`src/rtl/ipsum_pkg.sv`:
```
// Shared definitions for the ipsum load controller.
// Contents: buffer geometry (rows, FIFO depth, words per row), the
// controller state type and a helper that clamps a requested row count.
package ipsum_pkg;

   localparam int unsigned ROW_NUM       = 32;
   localparam int unsigned IPSUM_DEPTH   = 4;
   localparam int unsigned WORDS_PER_ROW = IPSUM_DEPTH / 2;
   // One Reducer shift per 16-bit FIFO entry.
   localparam int unsigned DRAIN_SHIFTS  = IPSUM_DEPTH;

   typedef enum logic [1:0] {
      IPL_IDLE,
      IPL_LOAD,
      IPL_DRAIN,
      IPL_DONE
   } ipl_state_t;

   // Requests above the physical row count are treated as a full tile.
   function automatic logic [5:0] clamp_rows(input logic [5:0] rows);
      return (rows > 6'(ROW_NUM)) ? 6'(ROW_NUM) : rows;
   endfunction

endpackage

```
`src/rtl/ipsum_load_ctrl.sv`:
```
// ipsum_load_ctrl: loads one input-psum tile from the GLB into the 32-row
// ipsum FIFO buffer (two 32-bit words per active row), then drains it to
// the Reducer with exactly four shift cycles.
//
// Ports:
//   clk, reset          clock; asynchronous active-high reset
//   start               1-cycle tile request, accepted only when idle
//   row_en[5:0]         active rows (1..32, larger values clamp to 32)
//   base_addr           GLB word address of row 0 / word 0
//   valid_ip            GLB read data valid
//   glb_rreq            GLB read request (high during LOAD)
//   glb_raddr           GLB read address = base + words accepted
//   ready_ip            buffer/GLB ready (high during LOAD)
//   row_idx[4:0]        buffer row currently written
//   red_ready           Reducer can take one psum vector
//   ipsum_out_f         buffer shift enable toward the Reducer
//   busy                controller not idle
//   done                1-cycle completion pulse
//
// Build option IPSUM_LOAD_CTRL_PERF_EN adds stall_cnt[15:0] (LOAD cycles
// without valid_ip) and drain_stall_cnt[15:0] (DRAIN cycles without
// red_ready); both clear on an accepted start and saturate at 0xFFFF.
module ipsum_load_ctrl
   import ipsum_pkg::*;
#(
   parameter int unsigned ADDR_W = 16
) (
   input  logic              clk,
   input  logic              reset,
   input  logic              start,
   input  logic [5:0]        row_en,
   input  logic [ADDR_W-1:0] base_addr,
   input  logic              valid_ip,
   output logic              glb_rreq,
   output logic [ADDR_W-1:0] glb_raddr,
   output logic              ready_ip,
   output logic [4:0]        row_idx,
   input  logic              red_ready,
   output logic              ipsum_out_f,
   output logic              busy,
`ifdef IPSUM_LOAD_CTRL_PERF_EN
   output logic [15:0]       stall_cnt,
   output logic [15:0]       drain_stall_cnt,
`endif
   output logic              done
);

   ipl_state_t        state_q, state_d;
   logic [5:0]        row_n_q, row_n_d;
   logic [ADDR_W-1:0] base_q, base_d;
   // One bit wider than needed for 64 words so the final increment is harmless.
   logic [6:0]        word_cnt_q, word_cnt_d;
   logic [1:0]        drain_cnt_q, drain_cnt_d;
   logic [6:0]        last_word;

   assign last_word = 7'(row_n_q * WORDS_PER_ROW) - 7'd1;

   always_comb begin
      state_d     = state_q;
      row_n_d     = row_n_q;
      base_d      = base_q;
      word_cnt_d  = word_cnt_q;
      drain_cnt_d = drain_cnt_q;
      glb_rreq    = 1'b0;
      ready_ip    = 1'b0;
      ipsum_out_f = 1'b0;
      done        = 1'b0;
      busy        = (state_q != IPL_IDLE);
      glb_raddr   = base_q + ADDR_W'(word_cnt_q);
      row_idx     = word_cnt_q[5:1];

      case (state_q)
         IPL_IDLE: begin
            if (start) begin
               row_n_d     = clamp_rows(row_en);
               base_d      = base_addr;
               word_cnt_d  = '0;
               drain_cnt_d = '0;
               state_d     = (row_en == 6'd0) ? IPL_DONE : IPL_LOAD;
            end
         end
         IPL_LOAD: begin
            glb_rreq = 1'b1;
            ready_ip = 1'b1;
            if (valid_ip) begin
               word_cnt_d = word_cnt_q + 7'd1;
               if (word_cnt_q == last_word) begin
                  state_d = IPL_DRAIN;
               end
            end
         end
         IPL_DRAIN: begin
            ipsum_out_f = red_ready;
            if (red_ready) begin
               drain_cnt_d = drain_cnt_q + 2'd1;
               if (drain_cnt_q == 2'(DRAIN_SHIFTS - 1)) begin
                  state_d = IPL_DONE;
               end
            end
         end
         IPL_DONE: begin
            done    = 1'b1;
            state_d = IPL_IDLE;
         end
         default: state_d = IPL_IDLE;
      endcase
   end

   always_ff @(posedge clk or posedge reset) begin
      if (reset) begin
         state_q     <= IPL_IDLE;
         row_n_q     <= '0;
         base_q      <= '0;
         word_cnt_q  <= '0;
         drain_cnt_q <= '0;
      end else begin
         state_q     <= state_d;
         row_n_q     <= row_n_d;
         base_q      <= base_d;
         word_cnt_q  <= word_cnt_d;
         drain_cnt_q <= drain_cnt_d;
      end
   end

`ifdef IPSUM_LOAD_CTRL_PERF_EN
   logic [15:0] stall_cnt_q, drain_stall_cnt_q;

   always_ff @(posedge clk or posedge reset) begin
      if (reset) begin
         stall_cnt_q       <= '0;
         drain_stall_cnt_q <= '0;
      end else if (state_q == IPL_IDLE && start) begin
         stall_cnt_q       <= '0;
         drain_stall_cnt_q <= '0;
      end else begin
         if (state_q == IPL_LOAD && !valid_ip && stall_cnt_q != 16'hFFFF) begin
            stall_cnt_q <= stall_cnt_q + 16'd1;
         end
         if (state_q == IPL_DRAIN && !red_ready && drain_stall_cnt_q != 16'hFFFF) begin
            drain_stall_cnt_q <= drain_stall_cnt_q + 16'd1;
         end
      end
   end

   assign stall_cnt       = stall_cnt_q;
   assign drain_stall_cnt = drain_stall_cnt_q;
`endif

endmodule

```
`config.mk`:
```
export PLATFORM = sky130hd
export DESIGN_NAME = ipsum_load_ctrl
export DESIGN_NICKNAME = d
export VERILOG_FILES = /design/src/rtl/ipsum_pkg.sv /design/src/rtl/ipsum_load_ctrl.sv
export SDC_FILE = /design/constraint.sdc
export NUM_CORES = 1
export LEC_CHECK = 0
export ABC_AREA = 1
export CORE_UTILIZATION = 44
export DETAILED_ROUTE_END_ITERATION = 10
export PLACE_DENSITY = 0.69
export RECOVER_POWER = 25
export SYNTH_ARGS = -nofsm -noshare
export SYNTH_HDL_FRONTEND = slang
export SYNTH_SLANG_ARGS = --single-unit
```
`constraint.sdc`:
```
create_clock -name clk -period 4.1 [get_ports clk]
set_clock_uncertainty 0.05 [all_clocks]
set_input_delay 1.025 -clock clk [delete_from_list [all_inputs] [get_ports clk]]
set_output_delay 1.025 -clock clk [all_outputs]
set_load 0.05 [all_outputs]
```
==> results of run 1 <==
per-layer routing:
layer / global-route usage (%) / vias to the layer above / part of all wire, %
li1: - / 1071 / -
met1: 27.6 / 898 / 49
met2: 33.0 / 41 / 46
met3: 3.98 / 6 / 3.7
met4: 6.41 / 0 / 1.0
met5: 0 / - / 0
flip-flops by register name, indices dropped and copies added, names as in the netlist:
signal,cells
state_q,2
drain_cnt_q,2
base_q,16
word_cnt_q,7
row_n_q,6
worst max-delay path, delay by kind of cell, from the launching register on:
kind            cells  cell delay (ns)
simple gates        2             0.20
compound gates      1             0.36
flops               1             0.41
fa+ha+maj           2             0.64
xor+xnor            1             0.16
buf+inv             1             0.82
cell type report:
type	instances	area (um2)	share of cell area, %
timing repair buffer	55	544	18.8
inverter	43	161	5.58
tap	67	83.8	2.90
sequential	33	826	28.5
multi-input combinational	226	1190	41.3
clock buffer	7	76.3	2.64
clock inverter	1	7.51	0.260
synth_stat cells:
master / number / share of area [%]
o21ai_0: 12 / 2.7
o21ai_2: 3 / 1.2
o31ai_1: 2 / 0.67
a21boi_0: 2 / 0.67
o22ai_1: 5 / 1.4
clkbuf_1: 1 / 0.17
nor2_2: 1 / 0.28
dfrtp_1: 33 / 37
inv_1: 41 / 6.9
a21o_1: 1 / 0.34
nand3_1: 16 / 3.6
fa_1: 1 / 0.89
xor2_1: 14 / 5.5
a21oi_1: 11 / 2.5
nand2_1: 108 / 18
xnor2_1: 3 / 1.2
nor2_1: 24 / 4.0
buf_2: 2 / 0.45
inv_2: 1 / 0.17
buf_4: 6 / 2.0
nand4_1: 3 / 0.84
ha_1: 15 / 8.4
nor3_1: 4 / 0.89
clkinv_1: 1 / 0.17
or2_2: 1 / 0.28
repair_timing:
| item | CTS | global route |
|---|---|---|
| endpoints found under the setup margin | 0 | 2 |
| endpoints found under the hold margin | 0 | 0 |
| resized for setup | 0 | 2 |
stage by stage:
step | instance area, um2 | setup slack, ns | util (%)
2_1_floorplan | 2240 | 0.712 | -
3_3_place_gp | 2810 | 0.438 | 58.3
3_5_place_dp | 2810 | 0.357 | 58.3
4_1_cts | 2890 | 0.0638 | 60.0
5_1_grt | 2890 | 0.0174 | 60.1
6_report | 2890 | 0.160 | 60.1
cells in the final DEF (no fill, tap or decap):
| master | synthesis | final |
|---|---|---|
| nor3_1 | 4 | 4 |
| xnor2_1 | 3 | 3 |
| nor2_2 | 1 | 1 |
| ha_1 | 15 | 15 |
| a21o_1 | 1 | 1 |
| dlymetal6s2s_1 | 0 | 2 |
| o21ai_0 | 12 | 12 |
| a21oi_1 | 11 | 11 |
| clkdlybuf4s50_1 | 0 | 49 |
| nor2_1 | 24 | 24 |
| xor2_1 | 14 | 14 |
| inv_1 | 41 | 41 |
| clkbuf_1 | 1 | 3 |
| dfrtp_1 | 33 | 33 |
| buf_4 | 6 | 2 |
| or2_2 | 1 | 1 |
| o22ai_1 | 5 | 5 |
| inv_2 | 1 | 1 |
| nand3_1 | 16 | 16 |
| nand2_1 | 108 | 108 |
| clkinvlp_4 | 0 | 1 |
| o21ai_2 | 3 | 3 |
| clkinv_1 | 1 | 1 |
| nand4_1 | 3 | 3 |
| dlygate4sd3_1 | 0 | 1 |
| clkbuf_8 | 0 | 5 |
| fa_1 | 1 | 1 |
| a21boi_0 | 2 | 2 |
| o31ai_1 | 2 | 2 |
power breakdown:
part | leakage, uW | internal (uW) | switching, uW
combinational | 0.00105 | 564 | 1100
clock | 0.0000385 | 120 | 117
sequential | 0.000420 | 462 | 133
logic make-up (layout without fill, tap and decap cells):
family / Yosys count / in the layout / share of synthesized area, %
XOR/XNOR: 17 / 17 / 6.65
adder cells (fa/ha/maj): 16 / 16 / 9.27
AO/OA/AOI/OAI: 36 / 36 / 9.39
AND/OR/NAND/NOR: 157 / 157 / 28.0
flip-flops: 33 / 33 / 36.9
buffers and inverters: 52 / 106 / 9.83
path summary, 6_finish.rpt:
path                                           start                          to  cells after the start
max                        word_cnt_q[0]$_DFFE_PP0P_                glb_raddr[6]                      7
min                            base_q[6]$_DFFE_PP0P_       base_q[6]$_DFFE_PP0P_                      2
max reg2reg                   state_q[0]$_DFFE_PP0P_  drain_cnt_q[0]$_DFFE_PP0P_                      8
min reg2reg                    base_q[6]$_DFFE_PP0P_       base_q[6]$_DFFE_PP0P_                      2
max in group asynchronous                      reset   word_cnt_q[1]$_DFFE_PP0P_                      3
min in group asynchronous                      reset      base_q[13]$_DFFE_PP0P_                      3
==> reports/qor.txt, run 1 <==
Total power -> 2490 uW
Required time worst endpoint -> 3.02 ns
# Post-CTS Setup Buffers -> 0
Ports -> 53
Crit Path Class -> flop to primary output
DRC Markers -> 0
Clock transition at the registers of the reported paths -> 0.07 ns
Clock sink total -> 33
Clock Path Buffers -> 2
Hpwl dp -> 3900 um
GRT Util Overall -> 20.4%
Crit path largest cell delay -> 0.82 ns
# fillers -> 491
Placed cell count -> 424
Netlist cell types -> 25
Fin cells -> 432
Syn Inst Count -> 311
H-tree depth -> 2
#FFs+latches synth -> 33
DR vias -> 2016
Max Cap Viol -> 1
Max Clk Rate -> 254 MHz
Drt first pass iters -> 4
Hold WC Path Type -> flop to flop
CTS tree -> yes
Unrepaired setup endpoints after global routing -> false
CP Cell Sequence -> ha_1 -> fa_1 -> nand3_1 -> nand2_1 -> a21boi_0 -> xnor2_1 -> clkdlybuf4s50_1
Vias in the first global route -> 1831
Count of input and output buffers -> 52
Worst Path Arrival -> 2.86 ns
Setup crit end kind -> primary output
Core Rows -> 25
FF-to-FF setup slack -> 1.81 ns
TNS Setup -> 0 ns
Die Height -> 73.3 um
Largest net degree at the start of global routing -> 34
Hold buffers post-CTS -> 0
Register area share after synthesis -> 36.9%
Syn Nets -> 354
Area Overhead vs Synth -> 29.2%
CTS Root Cell -> clkbuf_8
Overflow after GRT -> 0
Worst hold slack -> 0.440 ns
Hold Vio Cnt, Final -> 0
DR WL/cell -> 11.6 um
Leakage -> 0.00151 uW
RePlAce Congestion -> 0.833
Max_slew headroom -> -17.7%
Setup crit start kind -> flop
Vias per cell -> 4.67
DRT antenna net count -> 0
Synthesized area -> 0.00224 mm2
Core area -> 0.00482 mm2
Number of DRC markers in iteration 0 -> 143
Routed WL -> 5020 um
Final Setup Violations -> 0
Worst-path fanout max -> 4
ANT cells -> 0
Worst-Skew Late Latency -> 0.28 ns
First-pass GRT wire length -> 8300 um
Ys Warns -> 0
Violations in the final reports -> max-capacitance violations, max-slew violations
Slowest cell on the critical path -> clkdlybuf4s50_1
Slew Viols, Final -> 34
Peak supply drop -> 0.402 mV
Final min period -> 3.94 ns
Die W -> 73.3 um
Initial antenna violation count -> 0
Cell Pwr Density -> 862 mW/mm2
Status -> complete, but fails checks
Layout Nets -> 407
CTS Buf Count -> 5
Layout cells sized above 1 -> 3.84%
Tightest Pin Transition -> 1.77 ns
Initial core utilization -> 46.5%
Period utilization -> 96.1%
Mean cell area of the mapped netlist -> 7.20 um2
Die ar. -> 0.00538 mm2
Power figures use the tool's default switching activity.
==> run 2, diff against run 1 <==
Settings changed: HOLD_SLACK_MARGIN from default to 0.03.
==> results of run 2 <==
Same layout as run 1: the final DEF is identical, and so are final timing and power.
==> run 3, diff against run 2 <==
Settings changed: GPL_TIMING_DRIVEN from default to 0, HOLD_SLACK_MARGIN 0.03 to 0.12.
==> run 3 against run 2 <==
  * Power grew 4.3%
  * Critical path depth up 2
  * Utilization rose by 1.6 points
  * Sequential share of layout area is 0.76 points lower
  * Via count up 5.8%
  * Routed wire length increased by 5.3%
  * Largest cell class unchanged
  * Count of clock-buffer cells in the layout is the same
  * Worst setup slack better by 0.10 ns
  * Design area up 2.7%
  * Die area unchanged
  * The run now ends clean
  * Hold slack improved by 0.0046 ns
  * Non-clock buffer count up 6
  * Highest routed layer unchanged
==> reports/qor.txt, run 3 (same netlist as run 1, synthesis figures left out) <==
Die W -> 73.3 um (unchanged)
Most frequent cells in the layout -> nand2_1 (108), clkdlybuf4s50_1 (45), inv_1 (41), dfrtp_1 (33), nor2_1 (24) (was nand2_1 (108), clkdlybuf4s50_1 (49), inv_1 (41), dfrtp_1 (33), nor2_1 (24))
Layout cells sized above 1 -> 5.66% (was 3.84%)
CTS Root Cell -> clkbuf_8 (unchanged)
Vias per cell -> 4.87 (was 4.67)
Max Cap Viol -> 0 (was 1)
Worst hold slack -> 0.444 ns (was 0.440 ns)
Final Setup Violations -> 0 (unchanged)
Sequential cell area -> 826 um2 (unchanged)
Hold path depth -> 2 (unchanged)
Vias in the first global route -> 1958 (was 1831)
# Post-CTS Setup Buffers -> 0 (unchanged)
Post-placement worst setup slack -> 0.294 ns (was 0.357 ns)
HP Start -> base_q[3]$_DFFE_PP0P_ (was base_q[6]$_DFFE_PP0P_)
CTS tree -> yes (unchanged)
Largest registers -> base_q (16), word_cnt_q (7), row_n_q (6) (unchanged)
Cell Pwr Density -> 875 mW/mm2 (was 862 mW/mm2)
Largest register FFs -> 16 (unchanged)
RePlAce Congestion -> 0.800 (was 0.833)
Drt first pass iters -> 5 (was 4)
Worst-Skew Late Latency -> 0.29 ns (was 0.28 ns)
H-tree depth -> 2 (unchanged)
DRT antenna net count -> 0 (unchanged)
Die ar. -> 0.00538 mm2 (unchanged)
Leakage -> 0.00160 uW (was 0.00151 uW)
Placed inst area -> 0.00284 mm2 (was 0.00281 mm2)
Area Overhead vs Synth -> 32.7% (was 29.2%)
Die Height -> 73.3 um (unchanged)
Peak supply drop -> 0.502 mV (was 0.402 mV)
Final min period -> 3.84 ns (was 3.94 ns)
Routed WL -> 5280 um (was 5020 um)
Hold Vio Cnt, Final -> 0 (unchanged)
Initial antenna violation count -> 0 (unchanged)
Status -> finished, final reports clean (was complete, but fails checks)
R2R Path Start -> state_q[1]$_DFFE_PP0P_ (was state_q[0]$_DFFE_PP0P_)
Layout Nets -> 413 (was 407)
DR WL/cell -> 12.1 um (was 11.6 um)
CTS Buf Count -> 5 (unchanged)
Clock Path Buffers -> 2 (unchanged)
# fillers -> 458 (was 491)
Core Rows -> 25 (unchanged)
Hpwl dp -> 3950 um (was 3900 um)
Required time worst endpoint -> 3.02 ns (about the same)
Worst Path Arrival -> 2.76 ns (was 2.86 ns)
ANT cells -> 0 (unchanged)
Reg2reg end -> word_cnt_q[3]$_DFFE_PP0P_ (was drain_cnt_q[0]$_DFFE_PP0P_)
Max Clk Rate -> 261 MHz (was 254 MHz)
WHS Endpoint -> base_q[3]$_DFFE_PP0P_ (was base_q[6]$_DFFE_PP0P_)
Ports -> 53 (unchanged)
Initial core utilization -> 46.5% (unchanged)
Unrepaired setup endpoints after global routing -> false (unchanged)
TNS Setup -> 0 ns (unchanged)
Worst-path fanout max -> 8 (was 4)
DR vias -> 2133 (was 2016)
First-pass GRT wire length -> 8790 um (was 8300 um)
Depth of the most critical reg-to-reg path -> 11 (was 8)
Clock sink total -> 33 (unchanged)
DRC Markers -> 0 (unchanged)
Slew Viols, Final -> 0 (was 34)
Biggest register -> base_q (unchanged)
Area of the multi-input gates -> 0.00119 mm2 (unchanged)
Max_slew headroom -> 16.7% (was -17.7%)
Overflow after GRT -> 0 (unchanged)
Commonest non-fill, non-tap cell in the layout -> nand2_1 (unchanged)
Largest net degree at the start of global routing -> 34 (unchanged)
Fin worst setup slack -> 0.264 ns (was 0.160 ns)
Number of DRC markers in iteration 0 -> 101 (was 143)
Hold WC Path Type -> flop to flop (unchanged)
Period utilization -> 93.6% (was 96.1%)
Tightest Pin Transition -> 1.25 ns (was 1.77 ns)
GRT Util Overall -> 21.9% (was 20.4%)
Setup crit start kind -> flop (unchanged)
Post-Layout Inst Area -> 0.00297 mm2 (was 0.00289 mm2)
FF-to-FF setup slack -> 2.08 ns (was 1.81 ns)
Setup crit end kind -> primary output (unchanged)
Count of input and output buffers -> 52 (unchanged)
Total power -> 2600 uW (was 2490 uW)
Clock transition at the registers of the reported paths -> 0.07 ns (about the same)
Crit Path Class -> flop to primary output (unchanged)
Core area -> 0.00482 mm2 (unchanged)
## run 3: critical path: stages, from the launching register on
cell	delay, ns
dfrtp_1	0.49
ha_1	0.39
nand2_1	0.09
inv_1	0.04
nor2_1	0.12
nand2_1	0.12
nand3_1	0.08
o21ai_0	0.17
xor2_1	0.17
clkdlybuf4s50_1	0.81
## run 3: how the worst max path moves through the flow
| stage | from | to | cells past startpoint |
|---|---|---|---|
| floorplan | word_cnt_q[0]$_DFFE_PP0P_ | glb_raddr[8] | 7 |
| global placement | word_cnt_q[0]$_DFFE_PP0P_ | glb_raddr[8] | 8 |
| detailed placement | word_cnt_q[0]$_DFFE_PP0P_ | glb_raddr[8] | 8 |
| CTS | word_cnt_q[0]$_DFFE_PP0P_ | glb_raddr[10] | 10 |
| global route | word_cnt_q[2]$_DFFE_PP0P_ | glb_raddr[11] | 9 |
| finish | word_cnt_q[2]$_DFFE_PP0P_ | glb_raddr[11] | 9 |
## run 3: per-layer routing
metal | track usage [%] | routed length, um
met5 | 0 | 0
met4 | 7.69 | 77
met3 | 4.66 | 206
met2 | 36.6 | 2390
met1 | 27.9 | 2610
## run 3: power by group
part	internal [uW]	switching [uW]
Sequential	462	138
Clock	198	124
Combinational	572	1110
Total	1230	1370
## run 3: through the flow
step,instances,utilization [%]
finish,438,61.7
global route,438,61.7
CTS,438,61.4
detailed placement,430,59.0
global placement,430,59.0
floorplan,311,-
## run 3: cell type report
cell class	instances	share of cell area (%)
tap	67	2.82
clock buffer	7	2.91
inverter	43	5.43
timing repair buffer	52	17.9
sequential	33	27.8
multi-input combinational	226	40.2
buffer	9	1.98
clock inverter	1	1.01
## run 3: repair_timing
action                                  in CTS  in global routing
endpoints found under the setup margin       1                  5
endpoints found under the hold margin        0                  0
hold buffers                                 0                  0
pin swaps                                    0                  0
resized for setup                            1                  5
